File: config.mk
export PLATFORM = sky130hd
export DESIGN_NAME = fetch_steer_queue
export DESIGN_NICKNAME = d
export VERILOG_FILES = /design/src/rtl/fetch_steer_queue_pkg.sv /design/src/rtl/fetch_steer_queue_pre_decoder.sv /design/src/rtl/fetch_steer_queue.sv
export SDC_FILE = /design/constraint.sdc
export NUM_CORES = 1
export LEC_CHECK = 0
export CAP_MARGIN = 20
export CELL_PAD_IN_SITES_DETAIL_PLACEMENT = 0
export CELL_PAD_IN_SITES_GLOBAL_PLACEMENT = 1
export CORE_AREA = 2 2 278 280
export DETAILED_ROUTE_END_ITERATION = 10
export DIE_AREA = 0 0 280 282
export GPL_TIMING_DRIVEN = 0
export HOLD_SLACK_MARGIN = 0.12
export PLACE_DENSITY_LB_ADDON = 0.1
export SETUP_SLACK_MARGIN = 0.02
export SLEW_MARGIN = 40
export SYNTH_ARGS = -nofsm -noshare
export SYNTH_HDL_FRONTEND = slang
export SYNTH_HIERARCHICAL = 1
export SYNTH_SLANG_ARGS = --single-unit
File: constraint.sdc
create_clock -name clk -period 11.2 [get_ports clk]
set_clock_uncertainty 0.15 [all_clocks]
set_input_delay 2.24 -clock clk [delete_from_list [all_inputs] [get_ports clk]]
set_output_delay 2.24 -clock clk [all_outputs]
set_load 0.03 [all_outputs]
File: src/rtl/fetch_steer_queue_pkg.sv
// Shared definitions for the fetch steering queue: pre-decode categories,
// control state encoding, epoch width, opcode constants and the entry layout.
package fetch_steer_queue_pkg;

   // Width of the fetch epoch tag carried with every beat.
   localparam int EPOCH_W = 2;

   // Pre-decode categories.
   typedef enum logic [1:0] {
      CAT_PLAIN = 2'b00,
      CAT_BCOND = 2'b01,
      CAT_B     = 2'b10,
      CAT_JIRL  = 2'b11
   } cat_e;

   // Control state: RUN accepts beats, BLOCK waits for the backend to
   // resolve an indirect jump.
   typedef enum logic [0:0] {
      ST_RUN   = 1'b0,
      ST_BLOCK = 1'b1
   } fsq_state_e;

   // Major opcodes (inst[31:26]) recognised by the pre-decoder.
   localparam logic [5:0] OP_JIRL = 6'h13;
   localparam logic [5:0] OP_B    = 6'h14;
   localparam logic [5:0] OP_BL   = 6'h15;
   localparam logic [5:0] OP_BEQ  = 6'h16;
   localparam logic [5:0] OP_BGEU = 6'h1b;

   // One queue entry as presented to the decoder.
   typedef struct packed {
      logic [31:0] pc;
      logic [31:0] inst;
      logic        pred_taken;
      logic [31:0] pred_pc;
   } fsq_entry_t;

   // Static prediction: unconditional direct branches are taken, conditional
   // branches are taken only when their offset is negative (backward loop).
   function automatic logic predict_taken(input cat_e cat, input logic offset_sign);
      return (cat == CAT_B) || ((cat == CAT_BCOND) && offset_sign);
   endfunction

endpackage

File: src/rtl/fetch_steer_queue_pre_decoder.sv
// Purely combinational pre-decoder: classifies a fetched instruction and
// extracts its sign-extended, byte-scaled PC-relative offset.
module pre_decoder
   import fetch_steer_queue_pkg::*;
(
   input  logic [31:0] inst_i,
   output cat_e        cat_o,
   output logic [31:0] offset_o
);

   logic [5:0] opcode;

   assign opcode = inst_i[31:26];

   // Category and offset decode. beqz/bnez carry a split 21-bit offset whose
   // sign is not inst[25]; they are treated as plain and left to the backend.
   always_comb begin
      cat_o    = CAT_PLAIN;
      offset_o = '0;
      if (opcode == OP_JIRL) begin
         cat_o    = CAT_JIRL;
         offset_o = {{14{inst_i[25]}}, inst_i[25:10], 2'b00};
      end else if ((opcode == OP_B) || (opcode == OP_BL)) begin
         cat_o    = CAT_B;
         offset_o = {{4{inst_i[9]}}, inst_i[9:0], inst_i[25:10], 2'b00};
      end else if ((opcode >= OP_BEQ) && (opcode <= OP_BGEU)) begin
         cat_o    = CAT_BCOND;
         offset_o = {{14{inst_i[25]}}, inst_i[25:10], 2'b00};
      end
   end

endmodule

File: src/rtl/fetch_steer_queue.sv
// Front-end instruction queue between fetch and decode. Beats are pre-decoded
// on push, statically predicted, and stored with their predicted next PC.
// Taken predictions and backend flushes steer fetch through a registered
// one-cycle redirect and bump the fetch epoch so stale beats are discarded.
module fetch_steer_queue
   import fetch_steer_queue_pkg::*;
#(
   parameter int DEPTH = 8
) (
   input  logic                     clk,
   input  logic                     rstn,
   input  logic                     if_valid,
   output logic                     if_ready,
   input  logic [31:0]              if_pc,
   input  logic [31:0]              if_inst,
   input  logic [EPOCH_W-1:0]       if_epoch,
   output logic [EPOCH_W-1:0]       cur_epoch,
   output logic                     redir_valid,
   output logic [31:0]              redir_pc,
   output logic                     id_valid,
   input  logic                     id_ready,
   output logic [31:0]              id_pc,
   output logic [31:0]              id_inst,
   output logic                     id_pred_taken,
   output logic [31:0]              id_pred_pc,
   input  logic                     be_flush,
   input  logic [31:0]              be_flush_pc,
   output logic [$clog2(DEPTH):0]   occupancy
);

   localparam int PTR_W = $clog2(DEPTH);
   localparam int CNT_W = PTR_W + 1;
   localparam logic [CNT_W-1:0] FULL_CNT = CNT_W'(DEPTH);

   // Control registers and their next-state values.
   fsq_state_e          state_q, state_d;
   logic [EPOCH_W-1:0]  epoch_q, epoch_d;
   logic                redir_valid_q, redir_valid_d;
   logic [31:0]         redir_pc_q, redir_pc_d;
   logic [PTR_W-1:0]    wptr_q, wptr_d;
   logic [PTR_W-1:0]    rptr_q, rptr_d;
   logic [CNT_W-1:0]    count_q, count_d;

   // Storage and write-side signals.
   fsq_entry_t          mem_q [DEPTH];
   fsq_entry_t          wr_entry;
   fsq_entry_t          head_entry;

   cat_e                dec_cat;
   logic [31:0]         dec_offset;
   logic                wr_taken;
   logic [31:0]         wr_target;

   logic                full;
   logic                empty;
   logic                accept;
   logic                pop;

   pre_decoder u_pre_decoder (
      .inst_i   (if_inst),
      .cat_o    (dec_cat),
      .offset_o (dec_offset)
   );

   assign full  = (count_q == FULL_CNT);
   assign empty = (count_q == '0);

   // A beat is stored only when it belongs to the current epoch, the queue is
   // running and no flush is discarding this cycle's work. Everything else
   // that sees if_ready still completes its handshake and is dropped.
   assign accept = if_valid && !full && (if_epoch == epoch_q) &&
                   (state_q == ST_RUN) && !be_flush;
   assign pop    = id_ready && !empty && !be_flush;

   // Static prediction and predicted next PC for the incoming beat.
   always_comb begin
      wr_taken  = predict_taken(dec_cat, if_inst[25]);
      wr_target = wr_taken ? (if_pc + dec_offset) : (if_pc + 32'd4);
      wr_entry  = '{pc: if_pc, inst: if_inst, pred_taken: wr_taken, pred_pc: wr_target};
   end

   // Entry storage; contents are qualified by occupancy so it needs no reset.
   always_ff @(posedge clk) begin
      if (accept) begin
         mem_q[wptr_q] <= wr_entry;
      end
   end

   // Next-state logic for queue pointers, redirect, epoch and control state.
   always_comb begin
      state_d       = state_q;
      epoch_d       = epoch_q;
      redir_valid_d = 1'b0;
      redir_pc_d    = redir_pc_q;
      wptr_d        = wptr_q;
      rptr_d        = rptr_q;
      count_d       = count_q;
      if (be_flush) begin
         // Flush wins over everything, including a same-cycle predicted redirect.
         state_d       = ST_RUN;
         epoch_d       = epoch_q + EPOCH_W'(1);
         redir_valid_d = 1'b1;
         redir_pc_d    = be_flush_pc;
         wptr_d        = '0;
         rptr_d        = '0;
         count_d       = '0;
      end else begin
         if (accept) begin
            wptr_d = wptr_q + PTR_W'(1);
         end
         if (pop) begin
            rptr_d = rptr_q + PTR_W'(1);
         end
         if (accept && !pop) begin
            count_d = count_q + CNT_W'(1);
         end else if (!accept && pop) begin
            count_d = count_q - CNT_W'(1);
         end
         if (accept && wr_taken) begin
            redir_valid_d = 1'b1;
            redir_pc_d    = wr_target;
            epoch_d       = epoch_q + EPOCH_W'(1);
         end
         if (accept && (dec_cat == CAT_JIRL)) begin
            state_d = ST_BLOCK;
         end
      end
   end

   // Control state register bank with asynchronous clear.
   always_ff @(posedge clk or negedge rstn) begin
      if (!rstn) begin
         state_q       <= ST_RUN;
         epoch_q       <= '0;
         redir_valid_q <= 1'b0;
         redir_pc_q    <= '0;
         wptr_q        <= '0;
         rptr_q        <= '0;
         count_q       <= '0;
      end else begin
         state_q       <= state_d;
         epoch_q       <= epoch_d;
         redir_valid_q <= redir_valid_d;
         redir_pc_q    <= redir_pc_d;
         wptr_q        <= wptr_d;
         rptr_q        <= rptr_d;
         count_q       <= count_d;
      end
   end

   // Head entry presentation; data reads as zero while the queue is empty.
   always_comb begin
      head_entry = mem_q[rptr_q];
      if (empty) begin
         head_entry = '0;
      end
   end

   assign if_ready      = !full;
   assign id_valid      = !empty;
   assign id_pc         = head_entry.pc;
   assign id_inst       = head_entry.inst;
   assign id_pred_taken = head_entry.pred_taken;
   assign id_pred_pc    = head_entry.pred_pc;
   assign occupancy     = count_q;
   assign cur_epoch     = epoch_q;
   assign redir_valid   = redir_valid_q;
   assign redir_pc      = redir_pc_q;

endmodule

== Yosys cells after proc, flatten, opt, wreduce, memory -nomap -nowiden ==
Memory sizes are Yosys's and may differ from the RTL's.
Index checks and enable logic that the tools add are counted.

* Equal/unequal tests: 8
* $lt $le $gt $ge: 2
* $add $sub $neg: 7
* Muxes and demuxes: 25
* Reduce and logical (&&, ||, !) cells: 25
* Bitwise gates (word level): 1

{| class="wikitable"
|+ Operators with widths
! kind !! count
|-
| 32-bit two-way mux || 6
|-
| 97-bit two-way mux || 1
|-
| 32-bit by 3-bit adder with 32-bit output, second input constant || 1
|-
| 32-bit adder || 1
|-
| 6-bit by 5-bit equality test with 1-bit output, second input constant || 3
|-
| 1-bit logical AND || 12
|-
| 3-bit two-way mux || 4
|-
| 4-bit two-way mux || 3
|-
| 2-bit two-way mux || 4
|-
| 2-bit nonzero test || 4
|-
| 1-bit two-way mux || 7
|-
| 3-bit by 1-bit adder with 3-bit output, second input constant || 2
|-
| 6-bit by 5-bit greater-or-equal comparator with 1-bit output, second input constant || 1
|-
| 6-bit by 5-bit <= comparator with 1-bit output, second input constant || 1
|-
| 1-bit zero test || 5
|-
| 4-bit by 1-bit adder with 4-bit output, second input constant || 1
|-
| 2-bit equality test, second input constant || 2
|-
| 4-bit equality test, second input constant || 1
|-
| 4-bit zero test || 1
|-
| 4-bit by 1-bit subtractor with 4-bit output, second input constant || 1
|-
| 3-bit nonzero test || 1
|-
| 2-bit by 1-bit adder with 2-bit output, second input constant || 1
|-
| 2-bit by 1-bit equality test with 1-bit output, second input constant || 1
|-
| 2-bit equality test || 1
|-
| 2 further kinds || 3
|}

* Logic and storage cells: 76
* Memories kept: 1
* Output and inout bits: 138
* Input port bits: 103
* Bits in writable memories: 776
* Register bits: 46

{| class="wikitable"
|+ Memory list
! memory !! depth !! width !! read ports !! clocked after Yosys merged registers in !! wr ports !! RTL line !! RTL
|-
| mem_q || 8 || 97 || 1 || 0 || 1 || fetch_steer_queue.sv:45 || <nowiki>fsq_entry_t mem_q [DEPTH];</nowiki>
|}

== Depth between registers and ports, before layout ==
Gate-level depths: netlist of run 1.

* Depth after elaboration: 11
* Gate-level depth with buffers: 14
* Depth with buffers taken out: 12

== By module ==
The synthesis of run 1 kept the hierarchy.

{| class="wikitable"
|+ Modules (own cells, without submodules)
! module !! times used !! sequential area each (µm²) !! area each (µm²) !! cells each
|-
| fetch_steer_queue || 1 || 24453.5 || 34194.0 || 1882
|-
| pre_decoder || 1 || 0.0 || 346.6 || 48
|}

== Worst setup path before layout of run 1 ==
No wires, ideal clock.

* Path kind: in2reg
* Start point: in if_epoch[1]
* End point: mem mem_q[3][0] in the netlist's numbering, enable pin
* Cell stages on the path: 5
* Buffers on the path: 0
* Required time: 10.225 ns
* Arrival: 13.017 ns
* Library setup time: 0.825 ns
* Setup slack: -2.791 ns
* Cell sequence: xnor2_1 nand4_1 nor2_1 nand2_1 nor4b_1

* Word-level cells in the longest chain between the ends: 6

{| class="wikitable"
|+ RTL lines
! element !! RTL line !! RTL
|-
| start: declaration || fetch_steer_queue.sv:16 || <nowiki>input logic [EPOCH_W-1:0] if_epoch,</nowiki>
|-
| 2-bit equality test || fetch_steer_queue.sv:71 || <nowiki>assign accept = if_valid && !full && (if_epoch == epoch_q) &&</nowiki>
|-
| 1-bit logical AND (2 in series) || fetch_steer_queue.sv:71 ||
|-
| 1-bit logical AND || fetch_steer_queue.sv:72 || <nowiki>(state_q == ST_RUN) && !be_flush;</nowiki>
|-
| 1-bit two-way mux || fetch_steer_queue.sv:84 || <nowiki>if (accept) begin</nowiki>
|-
| 1-bit two-way mux (implied by the code) || fetch_steer_queue.sv:85 || <nowiki>mem_q[wptr_q] <= wr_entry;</nowiki>
|-
| end: declaration || fetch_steer_queue.sv:45 ||
|}

Every way passes these cells.

== Final worst setup path of run 1 ==
* Start point: in if_inst[31]
* End point: mem mem_q[6][24] in the netlist's numbering, data pin

* Elaborated cells between the ends (all ways): 19
* Classes of those cells: 1 x add/sub; 2 x order compare; 5 x eq/ne; 7 x mux; 4 x reduce/logical

{| class="wikitable"
|+ RTL lines
! element !! RTL line !! RTL
|-
| start: declaration || fetch_steer_queue.sv:15 || <nowiki>input logic [31:0] if_inst,</nowiki>
|-
| 6-bit by 5-bit greater-or-equal comparator with 1-bit output / 6-bit by 5-bit <= comparator with 1-bit output (equally long branches) || fetch_steer_queue_pre_decoder.sv:26 || <nowiki>end else if ((opcode >= OP_BEQ) && (opcode <= OP_BGEU)) begin</nowiki>
|-
| 1-bit logical AND || fetch_steer_queue_pre_decoder.sv:26 ||
|-
| 32-bit two-way mux || fetch_steer_queue_pre_decoder.sv:26 ||
|-
| 32-bit two-way mux || fetch_steer_queue_pre_decoder.sv:23 || <nowiki>end else if ((opcode == OP_B) || (opcode == OP_BL)) begin</nowiki>
|-
| 32-bit two-way mux * || fetch_steer_queue_pre_decoder.sv:20 || <nowiki>if (opcode == OP_JIRL) begin</nowiki>
|-
| net dec_offset[10] || fetch_steer_queue.sv:50 || <nowiki>logic [31:0] dec_offset;</nowiki>
|-
| 32-bit adder * || fetch_steer_queue.sv:78 || <nowiki>wr_target = wr_taken ? (if_pc + dec_offset) : (if_pc + 32'd4);</nowiki>
|-
| 32-bit two-way mux * || fetch_steer_queue.sv:78 ||
|-
| net wr_target[24] || fetch_steer_queue.sv:52 || <nowiki>logic [31:0] wr_target;</nowiki>
|}

Mark *: on every way through the listed nets, which the timed path passes. The rest lies on a longest branch.

==> impl_metrics.json, run 1 <==
{
  "postCtsSetupBuffers": 0,
  "n_antenna_cell": 0,
  "portBuffers": 239,
  "top_usage_layer": "met2",
  "dp_hpwl_microns": 69500,
  "slowest_delay_ps": 580,
  "finalInstanceArea_sq_mm": 0.0423,
  "switching_share_pct": 30.7,
  "core_sq_mm": 0.0757,
  "synthSimpleGateAreaFrac_pct": 5.10,
  "p_comb_share_pct": 29.7,
  "synthXorXnorAreaFrac_pct": 1.57,
  "finalHoldViolCount": 0,
  "vias": 19700,
  "synth_area_leaders": "edfxtp_1 67%, mux4_2 13%, mux2i_1 3.5%",
  "overflow": 0,
  "place_area_sq_mm": 0.0396,
  "wl_per_cell_microns": 28.3,
  "use_met3_pct": 3.68,
  "gp_congestion": 0.898,
  "cpMostUsedCell": "buf_2",
  "root_buffer": "clkbuf_16",
  "path_class": "input pin to register",
  "power.total_mw": 8.85,
  "whs_ps": 375,
  "ctsHoldBuffers": 0,
  "synth_fa_ha_area_share_pct": 1.42,
  "clockPowerShare_pct": 30.7,
  "slowest_stage": "a221oi_2",
  "hold_class": "register to register",
  "met2_usage_pct": 39.1,
  "drt_pass1_iterations": 5,
  "tritoncts": "done",
  "synth_top_family_by_area": "multiplexers",
  "cts_max_path_buffers": 3,
  "p_per_area_mw_per_mm2": 209,
  "cp-start-kind": "input pin",
  "p_leak_nw": 13.9,
  "crit_family": "compound AO/OA/AOI/OAI gates",
  "cts_sinks": 822,
  "slew_headroom_pct": 42.4,
  "layout-drive-gt1-share_pct": 20.8,
  "synth.avg_cell_area_sq_um": 17.9,
  "synthCells": 1930,
  "totalWireLength_microns": 96400,
  "maxCapViolations": 0,
  "synth_edf_count": 776,
  "cts.repair.resized": 0,
  "syn_to_final_growth_pct": 22.5,
  "rsz0062_at_grt": "false",
  "die_w_microns": 280,
  "die_height_microns": 282,
  "p_int_mw": 6.13,
  "clkLatencyLatePin_ps": 630,
  "seq_power_share_pct": 39.6,
  "drt_iter0_drc": 2018,
  "status": "complete, no violations",
  "cts_buffers": 84,
  "maxSlewViolCount": 0,
  "synthFlopType": "edfxtp_1",
  "use_met1_pct": 36.5,
  "cts_max_level": 3,
  "grt_usage_pct": 24.7,
  "io_pins": 241,
  "ant_nets": 0,
  "yosysTopAreaCellShare_pct": 67.5,
  "first_global_vias": 20000,
  "required_ps": 11390,
  "final-setup-viol-count": 0,
  "min_period_ps": 6970,
  "clock.fmax_mhz": 143,
  "antenna_found_initial": 3,
  "grt_pass1_wl_microns": 139000,
  "switching_power_mw": 2.72,
  "yosysTopAreaCell": "edfxtp_1",
  "clkTransAtPathRegs_ps": 60,
  "yosys_warnings": 6,
  "vdd_drop_max_mv": 0.122,
  "grt_max_degree": 32,
  "synth_compound_area_share_pct": 3.51,
  "initial_utilization_pct": 45.6,
  "cp.arrival_ps": 7160,
  "die_area_sq_mm": 0.0790,
  "ys_seq_area_share_pct": 70.8,
  "worst_pin_slew_ps": 858,
  "muxShareOfSynthArea_pct": 16.2,
  "path_buf_inv": 3,
  "cp_cell_sequence": "clkdlybuf4s50_1, nand2b_1, buf_2, nor3_2, buf_2, and2_1, ha_1, and3_1, a221o_1, a221oi_2, nor4_1, o311ai_1, a21o_1, a21oi_1, a211oi_2",
  "nets": 2503,
  "endpoint_kind": "register",
  "via_per_inst": 5.78,
  "cp_max_fo": 10,
  "row_count": 101,
  "finalCritPeriodShare_pct": 62.3,
  "drcViolationCount": 0,
  "ys_async_sr_fraction_pct": 5.60,
  "synth.cell_area_sq_mm": 0.0345,
  "ys_types": 64,
  "synth_seq_cells": 822
}
==> kinds of logic after synthesis <==
group / Yosys count
flip-flops: 822
AND/OR/NAND/NOR: 382
multiplexers: 317
AO/OA/AOI/OAI: 189
buffers and inverters: 119
XOR/XNOR: 62
adder cells (fa/ha/maj): 38
other: 1
==> path summary, 6_finish.rpt <==
| path | to | cells after the start | startpoint | slack (ps) |
|---|---|---|---|---|
| max | mem_q[6][24] | 15 | if_inst[31] | 4230 |
| min | cur_epoch[1] | 1 | cur_epoch[1] | 370 |
| max reg2reg | mem_q[6][46] | 11 | occupancy[0] | 7110 |
| min reg2reg | cur_epoch[1] | 1 | cur_epoch[1] | 370 |
| max in group asynchronous | redir_pc[22] | 2 | rstn | 9060 |
| min in group asynchronous | redir_pc[23] | 1 | rstn | 1330 |
==> power groups by stage <==
stage	Clock (mW)	Combinational, mW	Sequential (mW)
after detailed placement	0	2.67	3.56
final	2.72	2.63	3.50
after CTS	2.76	2.67	3.50
after global placement	0	2.62	3.58
after floorplan	0	1.58	3.59
after global routing	2.88	2.80	3.50
==> cells in the mapped netlist (26+ instances only) <==
cell type,instances
a21o_1,26
dfrtp_1,46
clkbuf_1,66
edfxtp_1,776
buf_1,26
nand3_1,28
mux4_2,194
mux2i_1,120
o21ai_0,55
nor2_1,151
xnor2_1,40
ha_1,36
nand2_1,98
a21oi_1,53
==> sequential cells by signal (all words and copies together) (netlist names) <==
name and cells:
cur_epoch 2, mem_q 776, occupancy 4, redir_pc 32
redir_valid 1, rptr_q 3, state_q 1, wptr_q 3
==> placed cells by master (no fill, tap or decap), drive strengths merged, types with 8 or more instances in the layout <==
cell           netlist  layout
xor2                22      22
mux4               194     194
o21ai               57      57
clkbuf              67     174
a21o                26      26
nor3b                8       8
clkinv               0      37
or3                  8       8
buf                 35     142
nor4                 8       8
nand2               98      98
xnor2               40      40
edfxtp             776     776
a211oi              10      10
clkdlybuf4s50        0     238
mux2i              120     120
dfrtp               46      46
ha                  36      36
nor3                17      17
and3                 9       9
inv                 17      17
nand4                9       9
a21oi               53      53
nand3               28      28
nor2               151     151
and2                19      19
==> per-stage QoR <==
stage          worst slack (ps)  setup TNS (ps)  utilization, %  cells
2_1_floorplan              2090               0               -   1931
3_3_place_gp              -5150        -2683590            50.4   3148
3_5_place_dp               3340               0            52.3   3253
4_1_cts                    4010               0            55.8   3404
5_1_grt                    4000               0            55.9   3405
6_report                   4230               0            55.9   3405
==> worst reg2reg max path: cells and delay by family, from the launching register on <==
family | cells | cell delay, ps
DFF | 1 | 510
buffers and inverters | 5 | 960
and+or+nand+nor | 6 | 2160
==> cell type report <==
type	instances	area, sq um
fillers	5887	33400
flip-flops and latches	822	24500
multi-input cells	990	9770
repair buffers	345	3680
clock buffers	107	2280
well taps	978	1220
plain buffers	102	462
clock inverters	44	370
inverters	17	63.8
==> routing by layer <==
metal | share of wire (%) | routed length (microns)
met5 | 0 | 0
met4 | 1.6 | 1510
met3 | 6.9 | 6610
met2 | 47 | 45600
met1 | 44 | 42700
Power figures use the tool's default switching activity.
==> inputs of run 2 (changes only) <==
clock period = 5.96 ns   (was 11.2 ns; I/O delays follow)
==> run 2 against run 1 <==
Clock power is 90% higher; hold slack worse by 76 ps; final cell count fell by 0.18%; design area is essentially flat; highest routed layer unchanged; die area did not move; combinational power is 86% higher; critical endpoint is now mem_q[7][29].
==> impl_metrics.json, run 2 (same netlist as run 1, synthesis figures left out) <==
{
  "status": "complete, no violations",
  "row_count": 101,
  "endpoint_kind": "register",
  "portBuffers": 239,
  "slew_headroom_pct": 41.0,
  "post-place-ws_ps": -597,
  "rsz0062_at_grt": "false",
  "dp.cells": 3251,
  "ctsHoldBuffers": 0,
  "drt_iter0_drc": 1843,
  "r2r_slack_ps": 1450,
  "finalHoldViolCount": 0,
  "grt_max_degree": 29,
  "final_common_cell": "edfxtp_1",
  "gp_congestion": 0.906,
  "die_height_microns": 282,
  "cp.depth": 14,
  "cp_cell_sequence": "clkdlybuf4s50_1, o21ai_1, a2111oi_4, a21o_1, ha_1, clkbuf_1, a211oi_1, o2111ai_1, a221oi_1, or2_2, a31oi_1, o32a_1, xnor2_1, a21oi_2",
  "tritoncts": "done",
  "ant_nets": 0,
  "via_per_inst": 5.79,
  "finalCritPeriodShare_pct": 94.8,
  "postCtsSetupBuffers": 0,
  "worstSetupStartpoint": "if_inst[27]",
  "rr_startpoint": "occupancy[1]",
  "vdd_drop_max_mv": 0.235,
  "fin_ws_ps": 312,
  "final-setup-viol-count": 0,
  "max_flop_register": "mem_q",
  "required_ps": 6160,
  "first_global_vias": 20200,
  "nets": 2500,
  "cts_max_path_buffers": 3,
  "core_sq_mm": 0.0757,
  "path_class": "input pin to register",
  "drcViolationCount": 0,
  "antenna_found_initial": 1,
  "min_period_ps": 5650,
  "whs_ps": 299,
  "slowest_delay_ps": 750,
  "drt_pass1_iterations": 5,
  "grt_pass1_wl_microns": 139000,
  "grt_usage_pct": 24.6,
  "die_area_sq_mm": 0.0790,
  "path_buf_inv": 2,
  "clock.fmax_mhz": 177,
  "clkTransAtPathRegs_ps": 60,
  "fin_cells": 3399,
  "cp.arrival_ps": 5850,
  "totalWireLength_microns": 95500,
  "wl_per_cell_microns": 28.1,
  "hold_class": "input pin to async pin",
  "maxCapViolations": 0,
  "p_per_area_mw_per_mm2": 393,
  "crit_family": "compound AO/OA/AOI/OAI gates",
  "layout-drive-gt1-share_pct": 20.9,
  "cp-start-kind": "input pin",
  "initial_utilization_pct": 45.6,
  "cts_sinks": 822,
  "overflow": 0,
  "cts_buffers": 83,
  "io_pins": 241,
  "n_antenna_cell": 0,
  "p_leak_nw": 13.9,
  "largest_reg_flops": 776,
  "maxSlewViolCount": 0,
  "dp_hpwl_microns": 69400,
  "die_w_microns": 280,
  "root_buffer": "clkbuf_16",
  "mostFrequentLayoutCells": "776 x edfxtp_1, 238 x clkdlybuf4s50_1, 194 x mux4_2",
  "vias": 19700,
  "fin_setup_tns_ps": 0,
  "reg2reg_depth": 12,
  "slowest_stage": "clkdlybuf4s50_1",
  "worst_pin_slew_ps": 885,
  "cts_max_level": 3,
  "nFillCells": 5874,
  "syn_to_final_growth_pct": 22.5,
  "clkLatencyLatePin_ps": 630,
  "cp_max_fo": 12
}
==> run 2: changes by cell type in the layout (fill, tap and decap cells not counted), moves of 3 or more <==
cell	delta
buf_6	+4
buf_4	-6
clkinv_2	+4
clkinv_1	-9
bufinv_16	+3
clkbuf_16	-4
==> run 2: power by group <==
group          switching [mW]  leakage [nW]  internal (mW)
Clock                    2.19          1.30           2.97
Sequential             0.0819          7.55           6.49
Combinational            2.81          5.01           2.09
==> run 2: timing repair <==
item	4_1_cts	5_1_grt
cloned	0	0
endpoints found under the setup margin	3	32
gates resized for setup	1	3
hold endpoints to repair	0	0
==> run 2: worst paths after layout <==
| kind | to |
|---|---|
| setup / recovery | mem_q[7][29] |
| setup reg to reg | mem_q[3][54] |
| min in group clk | cur_epoch[1] |
| hold / removal | occupancy[0] |
| hold reg to reg | cur_epoch[1] |
| max in group asynchronous | redir_pc[16] |
==> run 2: metal layers <==
metal | GRT usage (%) | share of wire [%]
met3 | 4.94 | 7.8
met1 | 35.4 | 44
met5 | 0 | 0
met4 | 5.80 | 1.8
met2 | 38.8 | 47
==> run 2: cell type report <==
type	instances	area, sq um	area share, %
buffer	102	459	1.08
clock buffer	103	2190	5.18
clock inverter	44	475	1.12
inverter	17	63.8	0.151
multi-input combinational	990	9790	23.1
sequential	822	24500	57.8
tap	978	1220	2.89
timing repair buffer	343	3670	8.68
==> run 2: through the flow <==
step	instance area (sq um)	utilization (%)	power [mW]
6_report	42300	55.9	16.6
5_1_grt	42300	55.9	17.3
4_1_cts	42300	55.8	16.8
3_5_place_dp	39600	52.3	11.7
3_3_place_gp	38200	50.5	11.5
2_1_floorplan	34600	-	9.73
==> run 2: worst register-to-register path: cells and delay by family, from the launching register on <==
family        cells  cell delay, ps
simple gates      6            2310
buf+inv           6            1290
flops             1             470
